--- config.mk ---
export PLATFORM = sky130hd
export DESIGN_NAME = memory_bus_master
export DESIGN_NICKNAME = d
export VERILOG_FILES = /design/src/rtl/memory_bus_master_pkg.sv /design/src/rtl/memory_bus_timeout_counter.sv /design/src/rtl/memory_bus_master.sv
export SDC_FILE = /design/constraint.sdc
export NUM_CORES = 1
export LEC_CHECK = 0
export ABC_AREA = 1
export BUFFER_PORTS_ARGS = -buffer_cell sky130_fd_sc_hd__buf_2
export CORE_MARGIN = 2
export CORE_UTILIZATION = 43
export CTS_CLUSTER_DIAMETER = 150
export DETAILED_ROUTE_END_ITERATION = 12
export PLACE_DENSITY = 0.77
export SYNTH_ARGS = -nofsm -noshare
export SYNTH_HDL_FRONTEND = slang
export SYNTH_SLANG_ARGS = --single-unit
--- constraint.sdc ---
create_clock -name MEMORY_BUS_MASTER_CLOCK_50 -period 1.71 [get_ports MEMORY_BUS_MASTER_CLOCK_50]
set_clock_uncertainty 0.15 [all_clocks]
set_input_delay 0.171 -clock MEMORY_BUS_MASTER_CLOCK_50 [delete_from_list [all_inputs] [get_ports MEMORY_BUS_MASTER_CLOCK_50]]
set_output_delay 0.171 -clock MEMORY_BUS_MASTER_CLOCK_50 [all_outputs]
set_load 0.01 [all_outputs]
--- src/rtl/memory_bus_master_pkg.sv ---
// Shared definitions for the main-memory bus initiator: FSM state encoding,
// command encoding and the default bus width.
package memory_bus_master_pkg;

  localparam int DATAWIDTH_BUS_DEFAULT = 32;

  typedef enum logic [1:0] {
    ST_IDLE     = 2'b00,
    ST_WAIT_ACK = 2'b01,
    ST_RESP     = 2'b10
  } state_t;

  typedef enum logic {
    CMD_READ  = 1'b0,
    CMD_WRITE = 1'b1
  } cmd_t;

  // A bus access is legal only on a word boundary.
  function automatic logic is_word_aligned(input logic [1:0] addr_low);
    return (addr_low == 2'b00);
  endfunction

endpackage

--- src/rtl/memory_bus_timeout_counter.sv ---
// Saturating wait counter for the bus master. Cleared while idle, counts each
// strobe cycle without ACK, flags the last permitted cycle and never wraps.
// TIMEOUT_CYCLES must be at least 2 and fit in TO_CNT_W bits.
module memory_bus_timeout_counter #(
  parameter int TIMEOUT_CYCLES = 16,
  parameter int TO_CNT_W       = 5
) (
  input  logic clk,
  input  logic rst,
  input  logic clear,
  input  logic enable,
  output logic terminal
);

  localparam logic [TO_CNT_W-1:0] TC_VALUE = TO_CNT_W'(TIMEOUT_CYCLES - 1);

  logic [TO_CNT_W-1:0] count;

  // Count wait cycles, holding at the terminal value instead of wrapping.
  always_ff @(posedge clk) begin
    // NOTE: sequential state is always assigned with <= so every register
    // samples the pre-edge values of its neighbours.
    if (rst || clear) begin
      count <= '0;
    end else if (enable && (count != TC_VALUE)) begin
      count <= count + 1'b1;
    end
  end

  assign terminal = (count == TC_VALUE);

endmodule

--- src/rtl/memory_bus_master.sv ---
// Main-memory bus initiator. Takes one single-word read or write from the core,
// drives it onto the bus until ACK or timeout, then reports read data, a
// one-cycle DONE pulse and an error flag. Every output comes from a register.
module memory_bus_master
  import memory_bus_master_pkg::*;
#(
  parameter int DATAWIDTH_BUS  = DATAWIDTH_BUS_DEFAULT,
  parameter int TIMEOUT_CYCLES = 16,
  parameter int TO_CNT_W       = 5
) (
  input  logic                     MEMORY_BUS_MASTER_CLOCK_50,
  input  logic                     MEMORY_BUS_MASTER_RESET_InHigh,
  input  logic                     MEMORY_BUS_MASTER_START_In,
  input  logic                     MEMORY_BUS_MASTER_WE_In,
  input  logic [DATAWIDTH_BUS-1:0] MEMORY_BUS_MASTER_ADDR_InBUS,
  input  logic [DATAWIDTH_BUS-1:0] MEMORY_BUS_MASTER_WDATA_InBUS,
  output logic [DATAWIDTH_BUS-1:0] MEMORY_BUS_MASTER_RDATA_OutBUS,
  output logic                     MEMORY_BUS_MASTER_BUSY_Out,
  output logic                     MEMORY_BUS_MASTER_DONE_Out,
  output logic                     MEMORY_BUS_MASTER_ERR_Out,
  output logic [DATAWIDTH_BUS-1:0] MEMORY_BUS_MASTER_MEM_ADDRESS_OutBUS,
  output logic [DATAWIDTH_BUS-1:0] MEMORY_BUS_MASTER_MEM_data_OutBUS,
  output logic                     MEMORY_BUS_MASTER_MEM_RD_Out,
  output logic                     MEMORY_BUS_MASTER_MEM_WR_Out,
  input  logic [DATAWIDTH_BUS-1:0] MEMORY_BUS_MASTER_MEM_data_InBUS,
  input  logic                     MEMORY_BUS_MASTER_MEM_ACK_In
);

  state_t state;
  cmd_t   cmd;
  logic   cnt_clear;
  logic   cnt_enable;
  logic   cnt_terminal;

  assign cmd        = cmd_t'(MEMORY_BUS_MASTER_WE_In);
  assign cnt_clear  = (state == ST_IDLE);
  assign cnt_enable = (state == ST_WAIT_ACK) && !MEMORY_BUS_MASTER_MEM_ACK_In;

  memory_bus_timeout_counter #(
    .TIMEOUT_CYCLES (TIMEOUT_CYCLES),
    .TO_CNT_W       (TO_CNT_W)
  ) u_timeout_counter (
    .clk      (MEMORY_BUS_MASTER_CLOCK_50),
    .rst      (MEMORY_BUS_MASTER_RESET_InHigh),
    .clear    (cnt_clear),
    .enable   (cnt_enable),
    .terminal (cnt_terminal)
  );

  // Transaction FSM; all bus and core-side outputs are registered here.
  always_ff @(posedge MEMORY_BUS_MASTER_CLOCK_50) begin
    if (MEMORY_BUS_MASTER_RESET_InHigh) begin
      state                                <= ST_IDLE;
      MEMORY_BUS_MASTER_RDATA_OutBUS       <= '0;
      MEMORY_BUS_MASTER_BUSY_Out           <= 1'b0;
      MEMORY_BUS_MASTER_DONE_Out           <= 1'b0;
      MEMORY_BUS_MASTER_ERR_Out            <= 1'b0;
      MEMORY_BUS_MASTER_MEM_ADDRESS_OutBUS <= '0;
      MEMORY_BUS_MASTER_MEM_data_OutBUS    <= '0;
      MEMORY_BUS_MASTER_MEM_RD_Out         <= 1'b0;
      MEMORY_BUS_MASTER_MEM_WR_Out         <= 1'b0;
    end else begin
      // DONE is a single-cycle pulse; only a completing transition raises it.
      MEMORY_BUS_MASTER_DONE_Out <= 1'b0;

      case (state)
        ST_IDLE: begin
          if (MEMORY_BUS_MASTER_START_In) begin
            MEMORY_BUS_MASTER_BUSY_Out <= 1'b1;
            if (is_word_aligned(MEMORY_BUS_MASTER_ADDR_InBUS[1:0])) begin
              MEMORY_BUS_MASTER_MEM_ADDRESS_OutBUS <= MEMORY_BUS_MASTER_ADDR_InBUS;
              MEMORY_BUS_MASTER_MEM_data_OutBUS    <= MEMORY_BUS_MASTER_WDATA_InBUS;
              MEMORY_BUS_MASTER_MEM_RD_Out         <= (cmd == CMD_READ);
              MEMORY_BUS_MASTER_MEM_WR_Out         <= (cmd == CMD_WRITE);
              state                                <= ST_WAIT_ACK;
            end else begin
              // Misaligned: never touches the bus, completes with an error.
              MEMORY_BUS_MASTER_ERR_Out      <= 1'b1;
              MEMORY_BUS_MASTER_RDATA_OutBUS <= '0;
              MEMORY_BUS_MASTER_DONE_Out     <= 1'b1;
              state                          <= ST_RESP;
            end
          end
        end

        ST_WAIT_ACK: begin
          if (MEMORY_BUS_MASTER_MEM_ACK_In) begin
            // Writes leave RDATA at whatever the last read returned.
            if (MEMORY_BUS_MASTER_MEM_RD_Out) begin
              MEMORY_BUS_MASTER_RDATA_OutBUS <= MEMORY_BUS_MASTER_MEM_data_InBUS;
            end
            MEMORY_BUS_MASTER_MEM_RD_Out <= 1'b0;
            MEMORY_BUS_MASTER_MEM_WR_Out <= 1'b0;
            MEMORY_BUS_MASTER_ERR_Out    <= 1'b0;
            MEMORY_BUS_MASTER_DONE_Out   <= 1'b1;
            state                        <= ST_RESP;
          end else if (cnt_terminal) begin
            MEMORY_BUS_MASTER_MEM_RD_Out   <= 1'b0;
            MEMORY_BUS_MASTER_MEM_WR_Out   <= 1'b0;
            MEMORY_BUS_MASTER_ERR_Out      <= 1'b1;
            MEMORY_BUS_MASTER_RDATA_OutBUS <= '0;
            MEMORY_BUS_MASTER_DONE_Out     <= 1'b1;
            state                          <= ST_RESP;
          end
        end

        ST_RESP: begin
          // START and ACK are both ignored here; ERR and RDATA keep their values.
          MEMORY_BUS_MASTER_BUSY_Out <= 1'b0;
          state                      <= ST_IDLE;
        end

        default: begin
          MEMORY_BUS_MASTER_BUSY_Out   <= 1'b0;
          MEMORY_BUS_MASTER_MEM_RD_Out <= 1'b0;
          MEMORY_BUS_MASTER_MEM_WR_Out <= 1'b0;
          state                        <= ST_IDLE;
        end
      endcase
    end
  end

endmodule

## Yosys cells after proc, flatten, opt, wreduce, memory -nomap -nowiden

Index checks and enable logic that the tools add are counted.

| storage, ports and cells | value |
|---|---|
| register bits | 108 |
| output and inout bits | 101 |
| word-level logic and storage cells | 67 |

| cells by class | value |
|---|---|
| $add $sub $neg | 1 |
| equality and inequality tests | 9 |
| multiplexer cells | 31 |
| bitwise operators | 3 |
| reduce and logical (&&, ||, !) cells | 13 |

Operators with widths:

| operator | count |
|---|---|
| $mux 32 | 5 |
| $pmux 32 s2 | 1 |
| $mux 1 | 15 |
| $mux 2 | 4 |
| $reduce_and 4->1 | 2 |
| $ne 2x2->1 const B | 3 |
| $ne 3x3->1 const B | 2 |
| $pmux 1 s2 | 3 |
| $pmux 1 s3 | 2 |
| $add 5x1->5 const B | 1 |
| $eq 5x4->1 const B | 1 |
| $ne 5x4->1 const B | 1 |
| $reduce_and 5->1 | 1 |
| $logic_not 2->1 | 2 |
| $pmux 2 s2 | 1 |
| $reduce_and 2->1 | 2 |
| $not 1->1 | 3 |
| $reduce_and 3->1 | 1 |
| $eq 2x1->1 const B | 1 |
| $eq 2x2->1 const B | 1 |
| $logic_and 1x1->1 | 2 |
| $reduce_bool 2->1 | 1 |
| $logic_not 1->1 | 1 |
| $logic_or 1x1->1 | 1 |

## Longest topological paths before layout

| logic depth | value |
|---|---|
| depth after elaboration | 4 |
| depth in mapped cells | 13 |
| mapped depth without buffers | 11 |

## Hierarchy

A second synthesis with hierarchy kept.

| second synthesis, totals | value |
|---|---|
| cells, all modules | 507 |
| area total of the unflattened synthesis | 4108.9 um2 |

Modules (own cells, without submodules):

| module | times used | cells each | area an instance (um2) | sequential area each (um2) |
|---|---|---|---|---|
| memory_bus_master | 1 | 473 | 3838.7 | 2062.0 |
| memory_bus_timeout_counter | 1 | 34 | 270.3 | 100.1 |

## Least setup slack after synthesis

OpenSTA, ideal clock, no wires.

| timing path | value |
|---|---|
| kind | register -> register |
| from | reg u_timeout_counter.count[0] |
| to | reg MEMORY_BUS_MASTER_RDATA_OutBUS[4] |
| arrival | 1.521 ns |
| required time | 1.445 ns |
| path slack | -0.076 ns |
| stages on the path, launching flop included | 14 |
| buffers on the path | 2 |
| period minus slack after synthesis | 1.786 ns |
| path through | dfxtp_1 ha_1 inv_1 nor3_1 ha_1 inv_1 nand2_1 nand2_2 nand2_4 buf_12 buf_8 nand3_2 nand2_1 nor2_1 |

| on the way | value |
|---|---|
| cells in the longest elaborated chain, start to end | 3 |

Ends and longest elaborated chain:

| element | line | text |
|---|---|---|
| start, declared | memory_bus_timeout_counter.sv:17 | `logic [TO_CNT_W-1:0] count;` |
| start signal, assigned | memory_bus_timeout_counter.sv:26 | `count <= count + 1'b1;` |
| $eq 5x4->1 | memory_bus_timeout_counter.sv:30 | `assign terminal = (count == TC_VALUE);` |
| $ne 3x3->1 (no source line) | -- |  |
| $reduce_and 5->1 (no source line) | -- |  |
| end signal, assigned | memory_bus_master.sv:90 | `MEMORY_BUS_MASTER_RDATA_OutBUS <= MEMORY_BUS_MASTER_MEM_data_InBUS;` |
| end, declared | memory_bus_master.sv:17 | `output logic [DATAWIDTH_BUS-1:0] MEMORY_BUS_MASTER_RDATA_OutBUS,` |

Every way passes these cells.
A chain may end at the register's enable or synchronous reset.

## Final worst setup path

| timing path | value |
|---|---|
| from | reg u_timeout_counter.count[1] |
| to | reg MEMORY_BUS_MASTER_RDATA_OutBUS[12] |

Same word-level chain as after synthesis.

==> results_dict.tcl <==
set metrics [dict create \
    status "finished with violations" \
    violations "setup timing" \
    endpoint_kind "register" \
    drc 0 \
    swShare_pct 27.9 \
    ys_seq_area_share_pct 47.7 \
    hold_violations 0 \
    path_class "reg -> reg" \
    grt_max_degree 66 \
    rr_endpoint "MEMORY_BUS_MASTER_RDATA_OutBUS[12]$_SDFFE_PP0P_" \
    grt_usage_pct 23.6 \
    syn_inst 573 \
    fin_crit_ps 1790 \
    p_per_area_nw_per_um2 787 \
    r2r_cells 12 \
    hpwl_um 7800 \
    hold_depth 5 \
    crit_slowest_cell "dfxtp_2" \
    nets 966 \
    cap_viol_max_count 0 \
    layout_commonest_cell "buf_2" \
    power_frac_seq_pct 49.9 \
    die_h_um 107 \
    clk_pin_slew_ps 110 \
    p_switching_w 0.00154 \
    crit_fanout 10 \
    crit_chain "ha_4 > inv_2 > nor3_2 > ha_2 > inv_2 > nand2_4 > nand2_8 > nand2_8 > buf_12 > nand3_1 > nand2_1 > nor2_1" \
    power.leakage_nw 3.26 \
    num-fill-cells 807 \
    grt_pass1_vias 4758 \
    clockBufferDepth 2 \
    rsz0062_at_grt "yes" \
    cp.required_ps 1810 \
    core_um2 10300 \
    synth_area_per_cell_um2 7.91 \
    whs_ps 25.0 \
    setup_viol 32 \
    power.total_w 0.00554 \
    drv_slew 0 \
    grt_pass1_wl_um 21900 \
    whs_endpoint "MEMORY_BUS_MASTER_MEM_WR_Out$_SDFFE_PP0P_" \
    worst-r2r-setup-slack_ps -80 \
    crit_path_start_kind "register" \
    dp.cells 892 \
    drive_gt1_share_pct 35.1 \
    insertedDiodeCount 0 \
    arrival_ps 1890 \
    worstReg2RegStart "u_timeout_counter.count[1]$_SDFFE_PP0P_" \
    vdd_drop_max_mv 0.563 \
    cts-root-buf "clkbuf_8" \
    multi_input_area_um2 1910 \
    setup_ws_ps -82.0 \
    drt_iter0_drc 233 \
    final_cell_mix "buf_2 (201), dfxtp_1 (106), dlygate4sd3_1 (88), a21oi_1 (86), nand2_1 (83)" \
    postLayoutCoreUtil_pct 68.4 \
    gp_congestion 0.773 \
    die_area_um2 11400 \
    die_w_um 107 \
    rows 37 \
    synth_fp_nets 676 \
    htreeDepth 3 \
    max_slew.worst_pin.slew_ps 598 \
    first_pass_iters 4 \
    port-buffer-count 201 \
    relSlewSlack_pct 59.7 \
    drt-total-wl_um 14000 \
    synth_area_um2 4530 \
    io_pins 202 \
    cts.sinks 108 \
    antenna_found_initial 0 \
    ant_nets 0 \
    max_stage_delay_ps 370 \
    start_util_pct 44.1 \
    route.vias.total 4870 \
    cts-buffers-inserted 9 \
    hp-class "in -> reg" \
    comb_power_share_pct 20.8 \
    yosys_warnings 0 \
    clock.fmax_ghz 0.558 \
    clock_latency_ps 350 \
    power.internal_w 0.00399 \
    viasPerCell 4.85 \
    post-route-period-util_pct 105 \
    final_cell_count_no_fill 1004 \
    cts_tree "yes" \
    cp_top_family "simple AND/OR/NAND/NOR gates" \
    p_clk_share_pct 29.3 \
    ys_ff_latch 108 \
    grt_overflow 0 \
    synth.distinct_cells 27 \
    seq_area_um2 2160 \
    critical_path_buf_inv_count 3 \
    hold_path_startpoint "MEMORY_BUS_MASTER_WE_In" \
    drt-wirelength-per-cell_um 14.0 \
    area_growth_pct 55.1 \
]
## worst reg2reg max path: stages (launching register included)
cell,delay [ps]
dfxtp_2,370
ha_4,140
inv_2,40
nor3_2,120
ha_2,210
inv_2,50
nand2_4,90
nand2_8,90
nand2_8,110
buf_12,150
nand3_1,70
nand2_1,70
nor2_1,40
## how the worst max path moves through the flow
stage | start | endpoint | slack (ps) | depth (start not counted)
2_1_floorplan | u_timeout_counter.count[1]$_SDFFE_PP0P_ | MEMORY_BUS_MASTER_RDATA_OutBUS[4]$_SDFFE_PP0P_ | 1 | 13
3_3_place_gp | u_timeout_counter.count[1]$_SDFFE_PP0P_ | MEMORY_BUS_MASTER_RDATA_OutBUS[12]$_SDFFE_PP0P_ | -8 | 12
3_5_place_dp | u_timeout_counter.count[1]$_SDFFE_PP0P_ | MEMORY_BUS_MASTER_RDATA_OutBUS[12]$_SDFFE_PP0P_ | -40 | 12
4_1_cts | u_timeout_counter.count[1]$_SDFFE_PP0P_ | MEMORY_BUS_MASTER_RDATA_OutBUS[14]$_SDFFE_PP0P_ | -60 | 12
5_1_grt | u_timeout_counter.count[1]$_SDFFE_PP0P_ | MEMORY_BUS_MASTER_RDATA_OutBUS[12]$_SDFFE_PP0P_ | -200 | 12
6_report | u_timeout_counter.count[1]$_SDFFE_PP0P_ | MEMORY_BUS_MASTER_RDATA_OutBUS[12]$_SDFFE_PP0P_ | -80 | 12
## state kept, by name (all words and copies together), names as in the netlist
signal                                count
MEMORY_BUS_MASTER_MEM_ADDRESS_OutBUS     32
MEMORY_BUS_MASTER_BUSY_Out                1
MEMORY_BUS_MASTER_RDATA_OutBUS           32
MEMORY_BUS_MASTER_MEM_WR_Out              1
state                                     2
MEMORY_BUS_MASTER_ERR_Out                 1
MEMORY_BUS_MASTER_MEM_RD_Out              1
MEMORY_BUS_MASTER_DONE_Out                1
MEMORY_BUS_MASTER_MEM_data_OutBUS        32
u_timeout_counter.count                   5
## cells by family (layout without fill, tap and decap cells)
group | after synthesis | count (layout) | share of synthesized area [%]
AO/OA/AOI/OAI | 168 | 168 | 19.6
adder cells (fa/ha/maj) | 2 | 2 | 0.552
buffers and inverters | 119 | 413 | 12.8
flip-flops | 108 | 108 | 47.7
AND/OR/NAND/NOR | 176 | 177 | 19.3
## power groups by stage
stage / logic, W / registers [W] / clock network [W]
final: 0.00115 / 0.00276 / 0.00162
after global routing: 0.00126 / 0.00278 / 0.00177
after CTS: 0.00105 / 0.00275 / 0.00168
after detailed placement: 0.000873 / 0.00281 / 0
after global placement: 0.000857 / 0.00281 / 0
after floorplan: 0.000453 / 0.00288 / 0
## stage by stage
step | setup WS, ps | TNS [ps] | instance area (um^2)
CTS | -60.6 | -936 | 6850
global placement | -8.30 | -10.3 | 5710
global route | -203 | -5410 | 7030
detailed placement | -44.4 | -459 | 5710
floorplan | 1.42 | 0 | 4550
finish | -82.0 | -1400 | 7030
## final cells by class
type / instances / share of cell area [%]
inverter: 80 / 4.27
tap: 136 / 2.42
clock buffer: 10 / 1.96
multi-input combinational: 347 / 27.1
sequential: 108 / 30.8
clock inverter: 6 / 0.997
timing repair buffer: 317 / 32.4
## synth_stat cells, drive strengths merged
cell type / number / area (um^2)
a211oi: 1 / 7.51
nand3: 38 / 315
nor3: 2 / 10.0
ha: 2 / 25.0
o21ai: 65 / 325
nor2: 47 / 199
o21bai: 1 / 7.51
a21oi: 101 / 547
buf: 28 / 238
nand4: 2 / 12.5
clkbuf: 11 / 43.8
dfxtp: 108 / 2160
inv: 80 / 300
nand2: 87 / 339
## per-layer routing
layer  track usage [%]  vias to the layer above  wire length [um]
li1                  -                     2420                 -
met1              26.8                     2206              5540
met2              41.9                      216              7110
met3              7.05                       28              1060
met4              8.35                        0               333
met5                 0                        -                 0
## what timing repair did
item,4_1_cts,5_1_grt
cloned,1,4
hold buffers,88,0
pin swaps,0,4
endpoints found under the setup margin,34,41
setup buffers,1,2
gates resized for setup,4,18
hold endpoints to repair,91,0
Power figures use the tool's default switching activity.
